$ cat config.mk
export PLATFORM = sky130hd
export DESIGN_NAME = multi_delay_load_seq
export DESIGN_NICKNAME = d
export VERILOG_FILES = /design/src/rtl/delay_seq_pkg.sv /design/src/rtl/lowest_set_idx.sv /design/src/rtl/multi_delay_load_seq.sv
export SDC_FILE = /design/constraint.sdc
export NUM_CORES = 1
export LEC_CHECK = 0
export CAP_MARGIN = 10
export CORE_AREA = 2 2 129 131
export CTS_BUF_LIST = sky130_fd_sc_hd__clkbuf_2 sky130_fd_sc_hd__clkbuf_4 sky130_fd_sc_hd__clkbuf_8
export CTS_CLUSTER_DIAMETER = 80
export DETAILED_ROUTE_END_ITERATION = 10
export DIE_AREA = 0 0 131 133
export PLACE_DENSITY = 0.78
export SYNTH_ARGS = -nofsm -noshare
export SYNTH_HDL_FRONTEND = slang
export SYNTH_HIERARCHICAL = 1
export SYNTH_SLANG_ARGS = --single-unit
export TNS_END_PERCENT = 5
$ cat constraint.sdc
create_clock -name clk -period 2.75 [get_ports clk]
set_clock_uncertainty 0.05 [all_clocks]
set_input_delay 0.55 -clock clk [delete_from_list [all_inputs] [get_ports clk]]
set_output_delay 0.55 -clock clk [all_outputs]
set_load 0.01 [all_outputs]
$ cat src/rtl/delay_seq_pkg.sv
// Shared types and constants for the IDELAYE3 VAR_LOAD tap sequencer.
package delay_seq_pkg;

  typedef enum logic [2:0] {
    WAIT_RDY,
    IDLE,
    VTC_OFF,
    LOAD,
    SETTLE,
    VERIFY,
    VTC_ON
  } seq_state_t;

  localparam int unsigned IDELAY_CNT_W = 9;

endpackage

$ cat src/rtl/lowest_set_idx.sv
// Combinational find-first-set: index of the lowest set bit and a valid flag.
module lowest_set_idx #(
  parameter int unsigned W = 8
) (
  input  logic [W-1:0]                         vec,
  output logic [((W > 1) ? $clog2(W) : 1)-1:0] idx,
  output logic                                 valid
);

  localparam int unsigned IW = (W > 1) ? $clog2(W) : 1;

  // Scan downwards so the last hit, i.e. the lowest index, wins.
  always_comb begin
    idx   = '0;
    valid = 1'b0;
    for (int unsigned i = W; i > 0; i--) begin
      if (vec[i-1]) begin
        idx   = IW'(i - 1);
        valid = 1'b1;
      end
    end
  end

endmodule

$ cat src/rtl/multi_delay_load_seq.sv
// N-channel IDELAYE3 VAR_LOAD sequencer: VTC off, LOAD pulse, settle, verify, VTC on,
// one channel at a time, lowest dirty index first.
module multi_delay_load_seq
  import delay_seq_pkg::*;
#(
  parameter int unsigned NUM_CH    = 8,
  parameter int unsigned CNT_W     = IDELAY_CNT_W,
  parameter int unsigned WAIT_CYC  = 10,
  parameter int unsigned MAX_RETRY = 2,
  parameter int unsigned VERIFY_EN = 1
) (
  input  logic                                           clk,
  input  logic                                           rst_n,
  input  logic                                           rdy,
  input  logic                                           cfg_we,
  input  logic [((NUM_CH > 1) ? $clog2(NUM_CH) : 1)-1:0] cfg_ch,
  input  logic [CNT_W-1:0]                               cfg_value,
  input  logic [NUM_CH*CNT_W-1:0]                        cntvalueout,
  output logic [NUM_CH-1:0]                              en_vtc,
  output logic [NUM_CH-1:0]                              load,
  output logic [NUM_CH*CNT_W-1:0]                        cntvaluein,
  output logic [NUM_CH-1:0]                              done,
  output logic [NUM_CH-1:0]                              err,
  output logic                                           busy
);

  localparam int unsigned CH_W   = (NUM_CH > 1) ? $clog2(NUM_CH) : 1;
  localparam int unsigned WCNT_W = (WAIT_CYC > 0) ? $clog2(WAIT_CYC + 1) : 1;
  localparam int unsigned RTY_W  = (MAX_RETRY > 0) ? $clog2(MAX_RETRY + 1) : 1;

  seq_state_t                state_q, state_d;
  logic [CH_W-1:0]           cur_q, cur_d;
  logic [WCNT_W-1:0]         cnt_q, cnt_d;
  logic [RTY_W-1:0]          retry_q, retry_d;
  logic [CNT_W-1:0]          snap_q, snap_d;
  logic [NUM_CH*CNT_W-1:0]   target_q, target_d;
  logic [NUM_CH-1:0]         dirty_q, dirty_d;
  logic [NUM_CH-1:0]         done_q, done_d;
  logic [NUM_CH-1:0]         err_q, err_d;
  logic [NUM_CH-1:0]         en_vtc_q, en_vtc_d;
  logic [NUM_CH-1:0]         load_q, load_d;
  logic                      busy_q, busy_d;
  logic [CH_W-1:0]           pick_idx;
  logic                      pick_vld;

  lowest_set_idx #(.W(NUM_CH)) u_pick (
    .vec   (dirty_q),
    .idx   (pick_idx),
    .valid (pick_vld)
  );

  always_comb begin
    state_d  = state_q;
    cur_d    = cur_q;
    cnt_d    = cnt_q;
    retry_d  = retry_q;
    snap_d   = snap_q;
    target_d = target_q;
    dirty_d  = dirty_q;
    done_d   = done_q;
    err_d    = err_q;
    en_vtc_d = en_vtc_q;
    load_d   = '0;

    if (state_q != WAIT_RDY && !rdy) begin
      state_d  = WAIT_RDY;
      en_vtc_d = '1;
      retry_d  = '0;
      if (busy_q) dirty_d[cur_q] = 1'b1;
    end else begin
      case (state_q)
        WAIT_RDY: begin
          en_vtc_d = '1;
          if (rdy) begin
            state_d = IDLE;
            done_d  = ~dirty_q;
          end
        end
        IDLE: begin
          if (pick_vld) begin
            cur_d             = pick_idx;
            dirty_d[pick_idx] = 1'b0;
            cnt_d             = WCNT_W'(WAIT_CYC);
            state_d           = VTC_OFF;
          end
        end
        VTC_OFF: begin
          en_vtc_d[cur_q] = 1'b0;
          // LOAD is issued on the way into the LOAD state so it coincides with it.
          if (cnt_q == '0) begin
            state_d       = LOAD;
            load_d[cur_q] = 1'b1;
          end else begin
            cnt_d = cnt_q - 1'b1;
          end
        end
        LOAD: begin
          snap_d  = target_q[cur_q*CNT_W +: CNT_W];
          cnt_d   = WCNT_W'(WAIT_CYC);
          state_d = SETTLE;
        end
        SETTLE: begin
          if (cnt_q == '0) begin
            if (VERIFY_EN != 0) begin
              state_d = VERIFY;
            end else begin
              state_d         = VTC_ON;
              en_vtc_d[cur_q] = 1'b1;
            end
          end else begin
            cnt_d = cnt_q - 1'b1;
          end
        end
        VERIFY: begin
          if (cntvalueout[cur_q*CNT_W +: CNT_W] == snap_q) begin
            state_d         = VTC_ON;
            en_vtc_d[cur_q] = 1'b1;
          end else if (retry_q < RTY_W'(MAX_RETRY)) begin
            retry_d = retry_q + 1'b1;
            cnt_d   = WCNT_W'(WAIT_CYC);
            state_d = VTC_OFF;
          end else begin
            err_d[cur_q]    = 1'b1;
            state_d         = VTC_ON;
            en_vtc_d[cur_q] = 1'b1;
          end
        end
        VTC_ON: begin
          en_vtc_d[cur_q] = 1'b1;
          retry_d         = '0;
          done_d[cur_q]   = !err_q[cur_q] && !dirty_q[cur_q];
          state_d         = IDLE;
        end
        default: state_d = WAIT_RDY;
      endcase
    end

    // Applied last so a write beats IDLE clearing the same channel's dirty bit.
    if (cfg_we && (32'(cfg_ch) < NUM_CH)) begin
      target_d[cfg_ch*CNT_W +: CNT_W] = cfg_value;
      dirty_d[cfg_ch]                 = 1'b1;
      done_d[cfg_ch]                  = 1'b0;
      err_d[cfg_ch]                   = 1'b0;
    end

    busy_d = !(state_d == IDLE || state_d == WAIT_RDY);
  end

  always_ff @(posedge clk or negedge rst_n) begin
    if (!rst_n) begin
      state_q  <= WAIT_RDY;
      cur_q    <= '0;
      cnt_q    <= '0;
      retry_q  <= '0;
      snap_q   <= '0;
      target_q <= '0;
      dirty_q  <= '0;
      done_q   <= '0;
      err_q    <= '0;
      en_vtc_q <= '1;
      load_q   <= '0;
      busy_q   <= 1'b0;
    end else begin
      state_q  <= state_d;
      cur_q    <= cur_d;
      cnt_q    <= cnt_d;
      retry_q  <= retry_d;
      snap_q   <= snap_d;
      target_q <= target_d;
      dirty_q  <= dirty_d;
      done_q   <= done_d;
      err_q    <= err_d;
      en_vtc_q <= en_vtc_d;
      load_q   <= load_d;
      busy_q   <= busy_d;
    end
  end

  assign en_vtc     = en_vtc_q;
  assign load       = load_q;
  assign cntvaluein = target_q;
  assign done       = done_q;
  assign err        = err_q;
  assign busy       = busy_q;

endmodule
==> results.cfg, run 1 <==
[hold_path]
hold_path_class = in2async

[floorplanning]
io_pins = 193
initial_utilization_pct = 43.82
dieHeight_um = 133
fp-row-count = 47
core_um2 = 16170
die_width_um = 131
dieArea_um2 = 17420

[pwr]
p_leak_nw = 4.196
power.internal_mw = 4.696
comb_power_share_pct = 42.1
total_power_mw = 7.545
power_switching_mw = 2.850
power.density_nw_per_um2 = 755.0
p_seq_share_pct = 36.5
clkPwrFrac_pct = 21.4
peakVddDrop_mv = 0.4210
swShare_pct = 37.77

[finish]
final_cell_mix = clkdlybuf4s50_1, dfrtp_1, nand2_1
final_common_cell = clkdlybuf4s50_1
utilization_pct = 61.80
fin_cells = 1199
final_cell_area_um2 = 9993
fillCellCount = 1358
drive_gt1_share_pct = 14.91
nNetsFinal = 1059
synthToLayoutAreaGrowth_pct = 41.01
n_antenna_cell = 0

[sta]
hold_ws_ns = 0.08105
setup_tns_ns = -0.6478
hold_viol_final = 0
finalCritPeriodShare_pct = 103.4
setup_viol = 13
fmax_mhz = 351.6
drv_slew = 0
worst_slew_pin_slew_ns = 0.9308
rsz0062_at_grt = true
slew_headroom_pct = 37.14
setup_ws_ns = -0.09415
fin_crit_ns = 2.844

[clock_network]
cts_sinks = 134
cts_buffers = 17
cts_hold_buf = 0
cts-root-buf = clkbuf_8
clk_path_buf_depth = 2
clk_latency_ns = 0.46
cts.clk_slew.worst_paths_ns = 0.08
cts_tree = done
htree_levels = 4

[critical_path]
cp_max_fo = 12
startpoint = cur_q[0]
r2r-start = cur_q[0]
required_ns = 3.09
crit_type = reg2reg
ff2ff_path_depth = 10
critPathLaunchType = flip-flop
endpoint = retry_q[0]
r2r-end = retry_q[0]
worstSetupEndpointType = flip-flop
rrSetupSlack_ns = -0.09
crit_arrival_ns = 3.19

[grt]
overflow = 0
grt_pass1_wl_mm = 35.27
grt.total_usage_pct = 26.67
grt_start_max_net_pins = 51
first_global_vias = 6669
antenna_found_initial = 0

[placed_design]
gp_congestion = 0.9362
postPlaceCellArea_um2 = 9532
dp_slack_ns = -0.5180
dp_cells = 1163
io_buffers = 192
post-dp-hpwl_mm = 16.95

[yosys]
synth.ff_latch_count = 134
muxShareOfSynthArea_pct = 11.44
synth_compound_area_share_pct = 18.24
synth_xor_xnor_area_share_pct = 1.359
syn_nets = 837
synth_top_family_by_area = compound AO/OA/AOI/OAI gates
ys_types = 55
synth.cell_area_um2 = 7087
synth_fa_ha_area_share_pct = 0.8828
async_flop_share_pct = 100.0
yosysSeqAreaShare_pct = 47.46
avgSynthCellArea_um2 = 9.525
synth_edf_count = 0
synthSimpleGateAreaFrac_pct = 17.02
ys.warnings.count = 6
ys.flop_type = dfrtp_1
synth_cells = 744

[outcome]
outcome = complete, but fails checks
violations = setup timing

[routing]
vias = 6804
drc = 0
drt_iter0_markers = 619
routed_wl_mm = 23.09
drtAntennaViolNets = 0
drt_pass1_iterations = 5
wire_per_inst_um = 19.26
avgViaCountPerCell = 5.675

[flow_run]
maxCapViolCount = 0
## worst max-delay path: stages (launching register included)
cell      delay [ns]
dfrtp_4         0.50
buf_6           0.15
buf_4           0.15
mux2i_1         0.14
mux4_2          0.51
xor2_1          0.17
nand3_1         0.12
or4_4           0.46
buf_6           0.17
a311oi_2        0.24
a41o_1          0.13
## Yosys cell counts, types with 2 or more instances
| cell | count | share of area (%) |
|---|---|---|
| ha_1 | 5 | 0.88 |
| nand2b_1 | 8 | 0.71 |
| nor4_1 | 2 | 0.18 |
| or2_2 | 2 | 0.18 |
| o211ai_1 | 2 | 0.21 |
| and2_1 | 6 | 0.53 |
| buf_2 | 6 | 0.42 |
| nor2b_1 | 5 | 0.44 |
| mux2i_1 | 27 | 3.8 |
| mux2_2 | 18 | 2.9 |
| or3_1 | 2 | 0.18 |
| dfrtp_1 | 126 | 44 |
| nand3_1 | 29 | 2.0 |
| o41ai_1 | 2 | 0.25 |
| o21ai_1 | 3 | 0.21 |
| o22ai_1 | 19 | 1.7 |
| mux4_2 | 15 | 4.8 |
| o21a_1 | 2 | 0.21 |
| inv_1 | 16 | 0.85 |
| a22oi_1 | 26 | 2.8 |
| o21ai_0 | 70 | 4.9 |
| a221oi_1 | 2 | 0.25 |
| clkbuf_1 | 34 | 1.8 |
| xor2_1 | 10 | 1.2 |
| o21bai_1 | 3 | 0.32 |
| a21o_1 | 8 | 0.85 |
| nor2_1 | 69 | 3.7 |
| a31oi_1 | 12 | 1.1 |
| or3b_2 | 3 | 0.37 |
| nand4_1 | 2 | 0.18 |
| or4_1 | 2 | 0.21 |
| a21oi_1 | 18 | 1.3 |
| a41oi_1 | 13 | 1.6 |
| buf_1 | 5 | 0.26 |
| nand3b_1 | 6 | 0.64 |
| a22o_1 | 2 | 0.25 |
| and3_1 | 5 | 0.44 |
| a211oi_1 | 15 | 1.6 |
| dfstp_2 | 8 | 3.0 |
| nand2_1 | 113 | 6.0 |
| nor3_1 | 9 | 0.64 |
## kinds of logic after synthesis
family,after synthesis
AND/OR/NAND/NOR,268
AO/OA/AOI/OAI,203
flip-flops,134
buffers and inverters,63
multiplexers,60
XOR/XNOR,11
adder cells (fa/ha/maj),5
## layout make-up
class	instances	area [µm²]	area share, %
clock buffers	20	262.8	2.629
flip-flops and latches	134	3369	33.72
clock inverters	12	121.4	1.214
inverters	16	60.06	0.6010
repair buffers	250	2422	24.24
multi-input cells	547	3482	34.84
well taps	220	275.3	2.754
## power groups by stage
stage	logic (mW)	registers, mW	clock network, mW
floorplan	1.69	2.71	0
global placement	2.91	2.83	0
detailed placement	2.98	2.84	0
CTS	3.16	2.74	1.63
global route	3.44	2.80	1.70
finish	3.18	2.75	1.61
## flip-flops by register name, summed over array words and instances, names as in the netlist
register	flops
busy	1
cnt_q	4
cntvaluein	72
cur_q	3
dirty_q	8
done	8
en_vtc	8
err	8
load	8
retry_q	2
snap_q	9
state_q	3
## how the worst min path moves through the flow
| stage | cells past startpoint | to | from |
|---|---|---|---|
| after global routing | 1 | done[2] | rst_n |
| after floorplan | 0 | busy | rst_n |
| final | 1 | done[2] | rst_n |
| after CTS | 1 | err[6] | rst_n |
| after detailed placement | 2 | en_vtc[2] | en_vtc[2] |
| after global placement | 2 | en_vtc[2] | en_vtc[2] |
## routing by layer
| layer | wire length, µm | share of wire (%) | up-vias | global-route usage, % |
|---|---|---|---|---|
| met5 | 0 | 0 | - | 0 |
| met4 | 573 | 2.5 | 0 | 8.865 |
| met3 | 2130 | 9.2 | 51 | 6.146 |
| met2 | 10850 | 47 | 344 | 42.54 |
| met1 | 9538 | 41 | 3263 | 35.88 |
| li1 | - | - | 3146 | - |
## timing repair
action / CTS / global route
setup buffers: 4 / 0
hold endpoints to repair: 0 / 0
endpoints found under the setup margin: 16 / 23
resized for setup: 7 / 2
pin swaps: 1 / 0
Note: power is estimated with default switching activity, not from simulation.
==> run 2: changes to the inputs <==
- GPL_ROUTABILITY_DRIVEN: not set -> 0
==> run 2 against run 1 <==
  * The flow still finishes with violations (setup timing)
  * Final area increased by 0.74%
  * Total power increased by 5.2%
  * Worst setup slack got worse by 0.015 ns
  * Final cell count is 0.17% lower
  * Sequential share of layout area is 0.25 points lower
  * Flip-flop and latch count did not move
  * First-iteration DRC count is 7.4% higher
  * Combinational power is essentially flat
  * Critical path depth unchanged
  * Worst hold slack better by 0.38 ns
  * Largest cell class unchanged
==> results.cfg, run 2 (synthesis gave the netlist of run 1 again) <==
[critical_path]
cp_cell_sequence = buf_12 > mux4_2 > mux2i_2 > buf_4 > xor2_1 > nand3_1 > or4_4 > buf_6 > a311oi_2 > a41o_1
cpMaxStageDelayCell = dfrtp_4
crit_arrival_ns = 3.20
crit_type = reg2reg
cp_max_fo = 12
rrSetupSlack_ns = -0.11
worstSetupEndpointType = flip-flop
required_ns = 3.09
critPathLaunchType = flip-flop
slowest_delay_ns = 0.51

[finish]
final_common_cell = clkdlybuf4s50_1
largest_reg_flops = 72
nNetsFinal = 1058
final_cell_mix = clkdlybuf4s50_1, dfrtp_1, nand2_1
synthToLayoutAreaGrowth_pct = 42.06
drive_gt1_share_pct = 14.84
n_antenna_cell = 0
final_cell_area_um2 = 10070
fin_cells = 1197

[sta]
fmax_mhz = 349.8
hold_viol_final = 0
worst_slew_pin_slew_ns = 0.7387
fin_crit_ns = 2.859
finalCritPeriodShare_pct = 104.0
drv_slew = 0
setup_viol = 13
rsz0062_at_grt = true
slew_headroom_pct = 50.46
setup_ws_ns = -0.1090

[outcome]
violations = setup timing
outcome = complete, but fails checks

[routing]
vias = 6919
drt_iter0_markers = 665
drt_pass1_iterations = 7
drc = 0
routed_wl_mm = 23.60
wire_per_inst_um = 19.72
drtAntennaViolNets = 0
avgViaCountPerCell = 5.780

[placed_design]
postPlaceCellArea_um2 = 9504
post-dp-hpwl_mm = 17.12
io_buffers = 192
dp_cells = 1161

[floorplanning]
dieHeight_um = 133
fp-row-count = 47
io_pins = 193
initial_utilization_pct = 43.82
core_um2 = 16170
die_width_um = 131
dieArea_um2 = 17420

[clock_network]
htree_levels = 4
cts.clk_slew.worst_paths_ns = 0.07
clk_latency_ns = 0.46
cts_tree = done
cts_sinks = 134
cts_buffers = 17
clk_path_buf_depth = 2
cts-root-buf = clkbuf_8

[pwr]
peakVddDrop_mv = 0.3822
power.density_nw_per_um2 = 788.7
p_leak_nw = 4.237

[hold_path]
hold_path_class = reg2reg

[grt]
grt.total_usage_pct = 27.67
grt_pass1_wl_mm = 36.74
grt_start_max_net_pins = 73
overflow = 0
antenna_found_initial = 0
first_global_vias = 6888

[flow_run]
maxCapViolCount = 0
[run 2: cell count changes in the layout (fill, tap and decap cells not counted), moves of 2 or more]
cell / delta
buf_12: -2
bufinv_16: +5
clkinvlp_4: -2
inv_6: -3
[run 2: worst paths after layout]
check,startpoint,end,cells after the start
max in group asynchronous,rst_n,cntvaluein[32],3
worst max register to register,cur_q[0],retry_q[0],10
worst max-delay path,cur_q[0],retry_q[0],10
min in group asynchronous,rst_n,done[2],2
worst min-delay path,en_vtc[0],en_vtc[0],2
worst min register to register,en_vtc[0],en_vtc[0],2
[run 2: stage by stage]
stage / util, % / hold slack [ns] / setup TNS (ns) / worst slack [ns] / total power, mW
after floorplan: - / 0.2044 / 0 / 0.09476 / 4.400
after global placement: 58.77 / 0.4342 / -8.838 / -0.4521 / 5.769
after detailed placement: 58.77 / 0.4466 / -10.06 / -0.5719 / 5.851
after CTS: 62.08 / 0.4608 / -1.029 / -0.09450 / 7.912
after global routing: 62.25 / 0.4690 / -2.582 / -0.1873 / 8.364
final: 62.25 / 0.4574 / -0.6610 / -0.1090 / 7.940
[run 2: layout make-up]
class	instances	area (µm²)
clock buffers	19	249.0
repair buffers	249	2392
flip-flops and latches	134	3369
fillers	1347	6105
clock inverters	12	226.5
inverters	16	60.06
multi-input cells	547	3495
well taps	220	275.3
[run 2: critical path, delay by kind of cell, from the launching register on]
kind | cells | cell delay, ns
compound gates | 2 | 0.38
xor+xnor | 1 | 0.14
buf+inv | 3 | 0.47
flops | 1 | 0.51
mux | 2 | 0.68
simple gates | 2 | 0.57
[run 2: what timing repair did]
action | 4_1_cts | 5_1_grt
pin swaps | 0 | 2
gates resized for setup | 6 | 4
hold buffers | 1 | 0
endpoints found under the setup margin | 23 | 23
setup buffers | 3 | 1
hold endpoints to repair | 23 | 0
[run 2: metal layers]
metal / share of wire (%) / GRT usage, % / up-vias
li1: - / - / 3144
met1: 39 / 36.71 / 3286
met2: 46 / 42.89 / 422
met3: 11 / 6.712 / 67
met4: 3.6 / 12.41 / 0
met5: 0 / 0 / -
[run 2: power by group]
group / switching [mW] / leakage, nW / internal [mW] / total [mW]
combinational: 1.58 / 2.27 / 1.59 / 3.17
clock: 0.785 / 0.233 / 1.19 / 1.97
sequential: 0.462 / 1.73 / 2.33 / 2.79
==> edit 1, RTL diff (settings of run 2) <==
Set the parameter `VERIFY_EN` to 0 (it was 1).
--- a/src/rtl/multi_delay_load_seq.sv
+++ b/src/rtl/multi_delay_load_seq.sv
@@ -7,7 +7,7 @@
   parameter int unsigned CNT_W     = IDELAY_CNT_W,
   parameter int unsigned WAIT_CYC  = 10,
   parameter int unsigned MAX_RETRY = 2,
-  parameter int unsigned VERIFY_EN = 1
+  parameter int unsigned VERIFY_EN = 0
 ) (
   input  logic                                           clk,
   input  logic                                           rst_n,
Check against the original RTL: not settled (the Yosys comparison gave no result); the edit may change what the design does.
==> edit 1 against run 2 <==
- via count rose by 3.1%
- global-route usage rose by 0.26 points
- total power decreased by 6.0%
- routed wire length increased by 0.79%
- sequential cell count unchanged
- cell area is essentially flat
- non-clock buffer count shrank 1
- synthesized area grew 1.6%
- worst setup slack improved by 190 ps
- synthesized cell count rose by 4.6%
- core utilization about the same
- critical path type unchanged
- largest cell class unchanged
==> edit 1: results (changes against run 2) <==
----------------------------------------------------
[Route]
  Via count ... 7,131 (+3.1%)
  Starting DRT DRC Count ... 601 (-9.6%)
  Final Routed Wirelength ... 23,800 um (+0.79%)
  Router iterations before antenna repair ... 5 (-2)

[Placed design]
  HPWL after detailed placement ... 17,700 um (+3.7%)
  Placed Instance Area ... 0.00961 mm2 (+1.1%)

[Finish]
  Antenna Diode Count ... 0 (unchanged)
  Nets ... 1,091 (+3.1%)
  Ratio of cells with drive above 1 in the final layout ... 13.1% (-1.8 points)
  Number of fill cells in the layout ... 1,354 (+0.52%)

[STA]
  Slew headroom ... 56.7% (+6.2 points)

[Global routing]
  Routing usage on met3 ... 6.03% (-0.69 points)
  Met1 layer usage reported by global route ... 37.0% (+0.27 points)
  Pin count of the biggest net entering global routing ... 70 (-4.1%)
  Met2 usage in global routing ... 44.6% (+1.7 points)
  Combined global-route utilization of all metal layers ... 27.9% (+0.26 points)
  Initial antenna violation count ... 0 (unchanged)
  Wire length of the first global-routing pass ... 37,300 um (+1.4%)

[Synthesis]
  Net count after synthesis ... 871 (+4.1%)
  Proportion of synthesized chip area in sequential cells ... 46.7% (-0.77 points)
  Yosys warning count ... 6 (unchanged)
  Post-synth top cells ... sky130_fd_sc_hd__nand2_1, sky130_fd_sc_hd__dfrtp_1, sky130_fd_sc_hd__o21ai_0, sky130_fd_sc_hd__nor2_1, sky130_fd_sc_hd__mux2i_1
  Distinct cell type count after synthesis ... 59 (+7.3%)
  Top area cells in the synthesized netlist ... sky130_fd_sc_hd__dfrtp_1, sky130_fd_sc_hd__nand2_1, sky130_fd_sc_hd__o21ai_0, sky130_fd_sc_hd__mux2i_1, sky130_fd_sc_hd__a22oi_1

[Worst setup path]
  Cell type of the slowest stage on the worst timing path ... sky130_fd_sc_hd__mux4_2
  Cell class contributing the biggest share of worst-path delay ... compound AO/OA/AOI/OAI gates
  Worst path arrival time ... 2960 ps (-240 ps)
  Delay contributed by the slowest stage of the critical path ... 490 ps (-20 ps)
  Crit-path max FO ... 16 (+4)
  Launching element of the worst setup path ... cur_q[0]
  Slack of the worst reg-to-reg path ... 80 ps (+190 ps)
  Worst setup path endpoint ... err[7]

[Status]
  Run status ... complete, no violations

[Clock network]
  # H-tree levels ... 4 (unchanged)
  Number of CTS-inserted buffers ... 17 (unchanged)
  Clock latency at the later pin of the worst-skew pair ... 450 ps

[Pwr]
  Peak supply drop ... 0.424 mV (+11%)
  Leakage ... 4.33 nW (+2.1%)
  Total internal power ... 4.64 mW (-9.1%)

----------------------------------------------------
-- edit 1: cell types whose count changed after synthesis, sizes merged, moves of 9 or more --
cell and delta:
nand2 +22, o22ai -11, a31oi +9, nor2 -20, mux2i +13, o21ai +10, a41oi -9, a21oi +9
nand4 +9
-- edit 1: timing repair --
action	4_1_cts	5_1_grt
endpoints found under the hold margin	26	0
buffers inserted	0	2
setup endpoints to repair	0	16
hold buffers	1	0
resized for setup	0	7
-- edit 1: metal layers --
layer | wire (um) | vias up
met5 | 0 | -
met4 | 633 | 0
met3 | 2230 | 59
met2 | 11300 | 409
met1 | 9640 | 3438
li1 | - | 3225
-- edit 1: kinds of logic (layout without fill, tap and decap cells) --
family / after synthesis / count (layout) / share of synthesized area (%)
compound gates: 209 / 209 / 17.9
xor+xnor: 11 / 11 / 1.34
fa+ha+maj: 5 / 5 / 0.869
buf+inv: 71 / 304 / 4.53
flops: 134 / 134 / 46.7
mux: 62 / 62 / 10.4
simple gates: 286 / 286 / 18.3
-- edit 1: power groups by stage --
stage,Combinational [mW],Clock (mW),Sequential [mW]
3_3_place_gp,3.00,0,2.68
4_1_cts,3.07,1.71,2.65
3_5_place_dp,3.05,0,2.69
6_report,3.13,1.67,2.66
2_1_floorplan,1.75,0,2.65
5_1_grt,3.37,1.80,2.70
-- edit 1: worst min-delay path, delay by kind of cell (launching register included) --
| kind | cells | cell delay [ps] |
|---|---|---|
| AOI/OAI and AO/OA | 1 | 80 |
| buffers and inverters | 1 | 60 |
| DFF | 1 | 370 |
-- edit 1: worst min path at each step --
stage / startpoint / slack [ps] / end / cells past startpoint
3_3_place_gp: en_vtc[5] / 440 / en_vtc[5] / 2
3_5_place_dp: cntvaluein[18] / 440 / cntvaluein[18] / 2
4_1_cts: en_vtc[6] / 460 / en_vtc[6] / 2
2_1_floorplan: rst_n / 200 / busy / 0
5_1_grt: en_vtc[2] / 490 / en_vtc[2] / 2
6_report: en_vtc[7] / 460 / en_vtc[7] / 2
-- edit 1: metrics by stage --
step | utilization (%) | worst slack (ps) | cells | power [mW] | hold WS (ps)
after floorplan | - | 189 | 778 | 4.40 | 204
after global placement | 59.4 | -279 | 1196 | 5.68 | 440
after detailed placement | 59.4 | -344 | 1196 | 5.74 | 443
after CTS | 62.0 | 30.5 | 1229 | 7.43 | 459
after global routing | 62.3 | -14.4 | 1231 | 7.87 | 486
final | 62.3 | 77.5 | 1231 | 7.46 | 459
-- edit 1: final cells by class --
type	instances	area share, %
multi-input combinational	573	35.2
tap	220	2.73
inverter	24	0.894
clock buffer	17	2.32
clock inverter	15	1.68
timing repair buffer	248	23.7
sequential	134	33.4
==> edit 2, RTL diff (config.mk and constraints of run 2) <==
Without the edit above. Add an input register stage for `cfg_ch`, without a reset; this delays it by one clock. The other inputs are not delayed to match.
--- a/src/rtl/multi_delay_load_seq.sv
+++ b/src/rtl/multi_delay_load_seq.sv
@@ -27,6 +27,12 @@
   localparam int unsigned CH_W   = (NUM_CH > 1) ? $clog2(NUM_CH) : 1;
   localparam int unsigned WCNT_W = (WAIT_CYC > 0) ? $clog2(WAIT_CYC + 1) : 1;
   localparam int unsigned RTY_W  = (MAX_RETRY > 0) ? $clog2(MAX_RETRY + 1) : 1;
+
+  logic [((NUM_CH > 1) ? $clog2(NUM_CH) : 1)-1:0] cfg_ch_q;
+
+  always_ff @(posedge clk) begin
+    cfg_ch_q <= cfg_ch;
+  end
 
   seq_state_t                state_q, state_d;
   logic [CH_W-1:0]           cur_q, cur_d;
@@ -136,11 +142,11 @@
     end
 
     // Applied last so a write beats IDLE clearing the same channel's dirty bit.
-    if (cfg_we && (32'(cfg_ch) < NUM_CH)) begin
-      target_d[cfg_ch*CNT_W +: CNT_W] = cfg_value;
-      dirty_d[cfg_ch]                 = 1'b1;
-      done_d[cfg_ch]                  = 1'b0;
-      err_d[cfg_ch]                   = 1'b0;
+    if (cfg_we && (32'(cfg_ch_q) < NUM_CH)) begin
+      target_d[cfg_ch_q*CNT_W +: CNT_W] = cfg_value;
+      dirty_d[cfg_ch_q]                 = 1'b1;
+      done_d[cfg_ch_q]                  = 1'b0;
+      err_d[cfg_ch_q]                   = 1'b0;
     end
 
     busy_d = !(state_d == IDLE || state_d == WAIT_RDY);
Check against the original RTL: not equivalent (Yosys sat finds a counterexample within 4 cycles, from zero or initial values and one cycle with rst_n low).
==> edit 2 against run 2 <==
- cell area is 0.89% higher
- the flow still finishes with violations (negative setup slack)
- first-iteration DRC count is 5.4% lower
- routed wire length is 0.23% lower
- worst setup slack worse by 230 ps
- die area stayed put
- total power is 5.3% lower
- synthesized area is 0.55% higher
- sequential cell count is 3 higher
- critical path type unchanged
- core utilization is 0.56 points higher
==> edit 2: results (changes against run 2) <==
----------------------------------------------------
[Route]
  Met2 Routed Length ... 11,100 um (+2.4%)
  Number of vias per cell after detailed routing ... 5.77 (-0.17%)
  Router iterations before antenna repair ... 5 (-2)
  Starting DRT DRC Count ... 629 (-5.4%)
  Met1 wire length ... 9540 um (+3.5%)
  Met3 WL post-DR ... 2230 um (-18%)
  Final Routed Wirelength ... 23,500 um (-0.23%)

[Synthesis]
  Distinct cell type count after synthesis ... 58 (+5.5%)
  Top area cells in the synthesized netlist ... sky130_fd_sc_hd__dfrtp_1, sky130_fd_sc_hd__o21ai_0, sky130_fd_sc_hd__nand2_1, sky130_fd_sc_hd__mux2_2, sky130_fd_sc_hd__mux2i_1
  Async set or reset register ratio after synthesis ... 97.8% (-2.2 points)
  Net count after synthesis ... 831 (-0.72%)
  Proportion of synthesized chip area in sequential cells ... 48.0% (+0.58 points)

[Status]
  Run status ... finished with violations
  Violated checks ... negative setup slack

[Placed design]
  Setup WS pre-CTS ... -768 ps (-196 ps)
  Buffers on Ports ... 192 (unchanged)
  Placed Instance Area ... 0.00962 mm2 (+1.2%)
  HPWL after detailed placement ... 17,000 um (-0.40%)

[Global routing]
  Wire length of the first global-routing pass ... 36,600 um (-0.49%)
  Vias in the first global route ... 6,898 (+0.15%)
  Global route overflow ... 0 (unchanged)
  Combined global-route utilization of all metal layers ... 27.6% (-0.055 points)
  Pin count of the biggest net entering global routing ... 47 (-36%)

[Finish]
  End-of-flow core utilization ... 62.8% (+0.56 points)
  Nets ... 1,059 (+0.095%)
  Number of fill cells in the layout ... 1,357 (+0.74%)
  Ratio of cells with drive above 1 in the final layout ... 15.6% (+0.79 points)

[Pwr]
  Peak supply drop ... 0.493 mV (+29%)
  Leakage ... 4.32 nW (+2.0%)
  Switch share ... 34.6% (-1.0 points)

[Clock network]
  Setup repair bufs after CTS ... 0 (-3)
  Resized cells post-CTS ... 12 (+6)
  # H-tree levels ... 4 (unchanged)
  Clock latency at the later pin of the worst-skew pair ... 450 ps

[Worst setup path]
  FF-to-FF End ... err[7]
  Worst path arrival time ... 3380 ps (+180 ps)
  Crit-path max FO ... 19 (+7)

[Min path]
  Hold/Removal Path Class ... in -> async

[STA]
  Sum of negative setup slack ... -3610 ps (-2950 ps)
  Setup Viol. Count Final ... 21 (+8)
  Minimum setup slack in the final design ... -336 ps (-227 ps)
  Worst Max-Slew Pin Slew ... 679 ps (-60.1 ps)

----------------------------------------------------
[edit 2: cell count changes in the layout (fill, tap and decap cells not counted), moves of 10 or more]
cell and change:
sky130_fd_sc_hd__a22oi_1 +10, sky130_fd_sc_hd__o22ai_1 -14, sky130_fd_sc_hd__inv_1 +10, sky130_fd_sc_hd__nand2_1 -17, sky130_fd_sc_hd__mux2_2 +11, sky130_fd_sc_hd__nor3_1 +13
sky130_fd_sc_hd__mux4_2 -12, sky130_fd_sc_hd__nor2_1 -20
[edit 2: layer usage]
metal / track usage (%) / up-vias
li1: - / 3171
met1: 36.4 / 3320
met2: 43.9 / 369
met3: 7.36 / 59
met4: 9.63 / 0
met5: 0 / -
[edit 2: power groups by stage]
stage | registers (mW) | logic (mW) | clock network [mW]
after global routing | 2.77 | 3.08 | 2.04
after floorplan | 2.72 | 1.46 | 0
after CTS | 2.71 | 2.84 | 1.96
after detailed placement | 2.75 | 2.79 | 0
after global placement | 2.74 | 2.73 | 0
final | 2.72 | 2.86 | 1.94
[edit 2: cell families after synthesis]
family,count (synthesis),share of synthesized area (%)
adders and majority gates,5,0.878
and+or+nand+nor,233,14.8
muxes,67,10.7
DFF,137,48.0
xor gates and xnor gates,11,1.35
AOI/OAI and AO/OA,214,19.6
buffers and inverters,71,4.58
[edit 2: how the worst max path moves through the flow]
stage                    startpoint         to  depth (start not counted)
floorplan                  cur_q[0]   cnt_q[1]                         10
global placement    cntvalueout[68]     err[7]                         10
detailed placement  cntvalueout[60]  en_vtc[0]                         10
CTS                        cur_q[0]     err[7]                         10
global route               cur_q[0]     err[7]                         10
finish                     cur_q[0]     err[7]                         10
[edit 2: per-stage QoR]
step / std cells / total power, mW / hold WS, ps
2_1_floorplan: 738 / 4.18 / 204
3_3_place_gp: 1167 / 5.47 / 431
3_5_place_dp: 1167 / 5.54 / 434
4_1_cts: 1199 / 7.52 / 62.4
5_1_grt: 1199 / 7.89 / 84.3
6_report: 1199 / 7.52 / 58.3
[edit 2: final cells by class]
type	instances	share of cell area, %
clock buffer	19	2.51
clock inverter	13	2.11
inverter	26	0.961
multi-input combinational	530	34.0
sequential	137	33.7
tap	220	2.71
timing repair buffer	254	24.0
[edit 2: worst max-delay path, cell delays in order (launching register included)]
cell	delay (ps)
sky130_fd_sc_hd__dfrtp_1	410
sky130_fd_sc_hd__buf_12	180
sky130_fd_sc_hd__mux2i_1	130
sky130_fd_sc_hd__mux4_2	510
sky130_fd_sc_hd__xnor2_1	160
sky130_fd_sc_hd__nor4_2	310
sky130_fd_sc_hd__nand3_1	170
sky130_fd_sc_hd__buf_4	160
sky130_fd_sc_hd__or4_4	510
sky130_fd_sc_hd__a41o_1	260
sky130_fd_sc_hd__and2_1	140
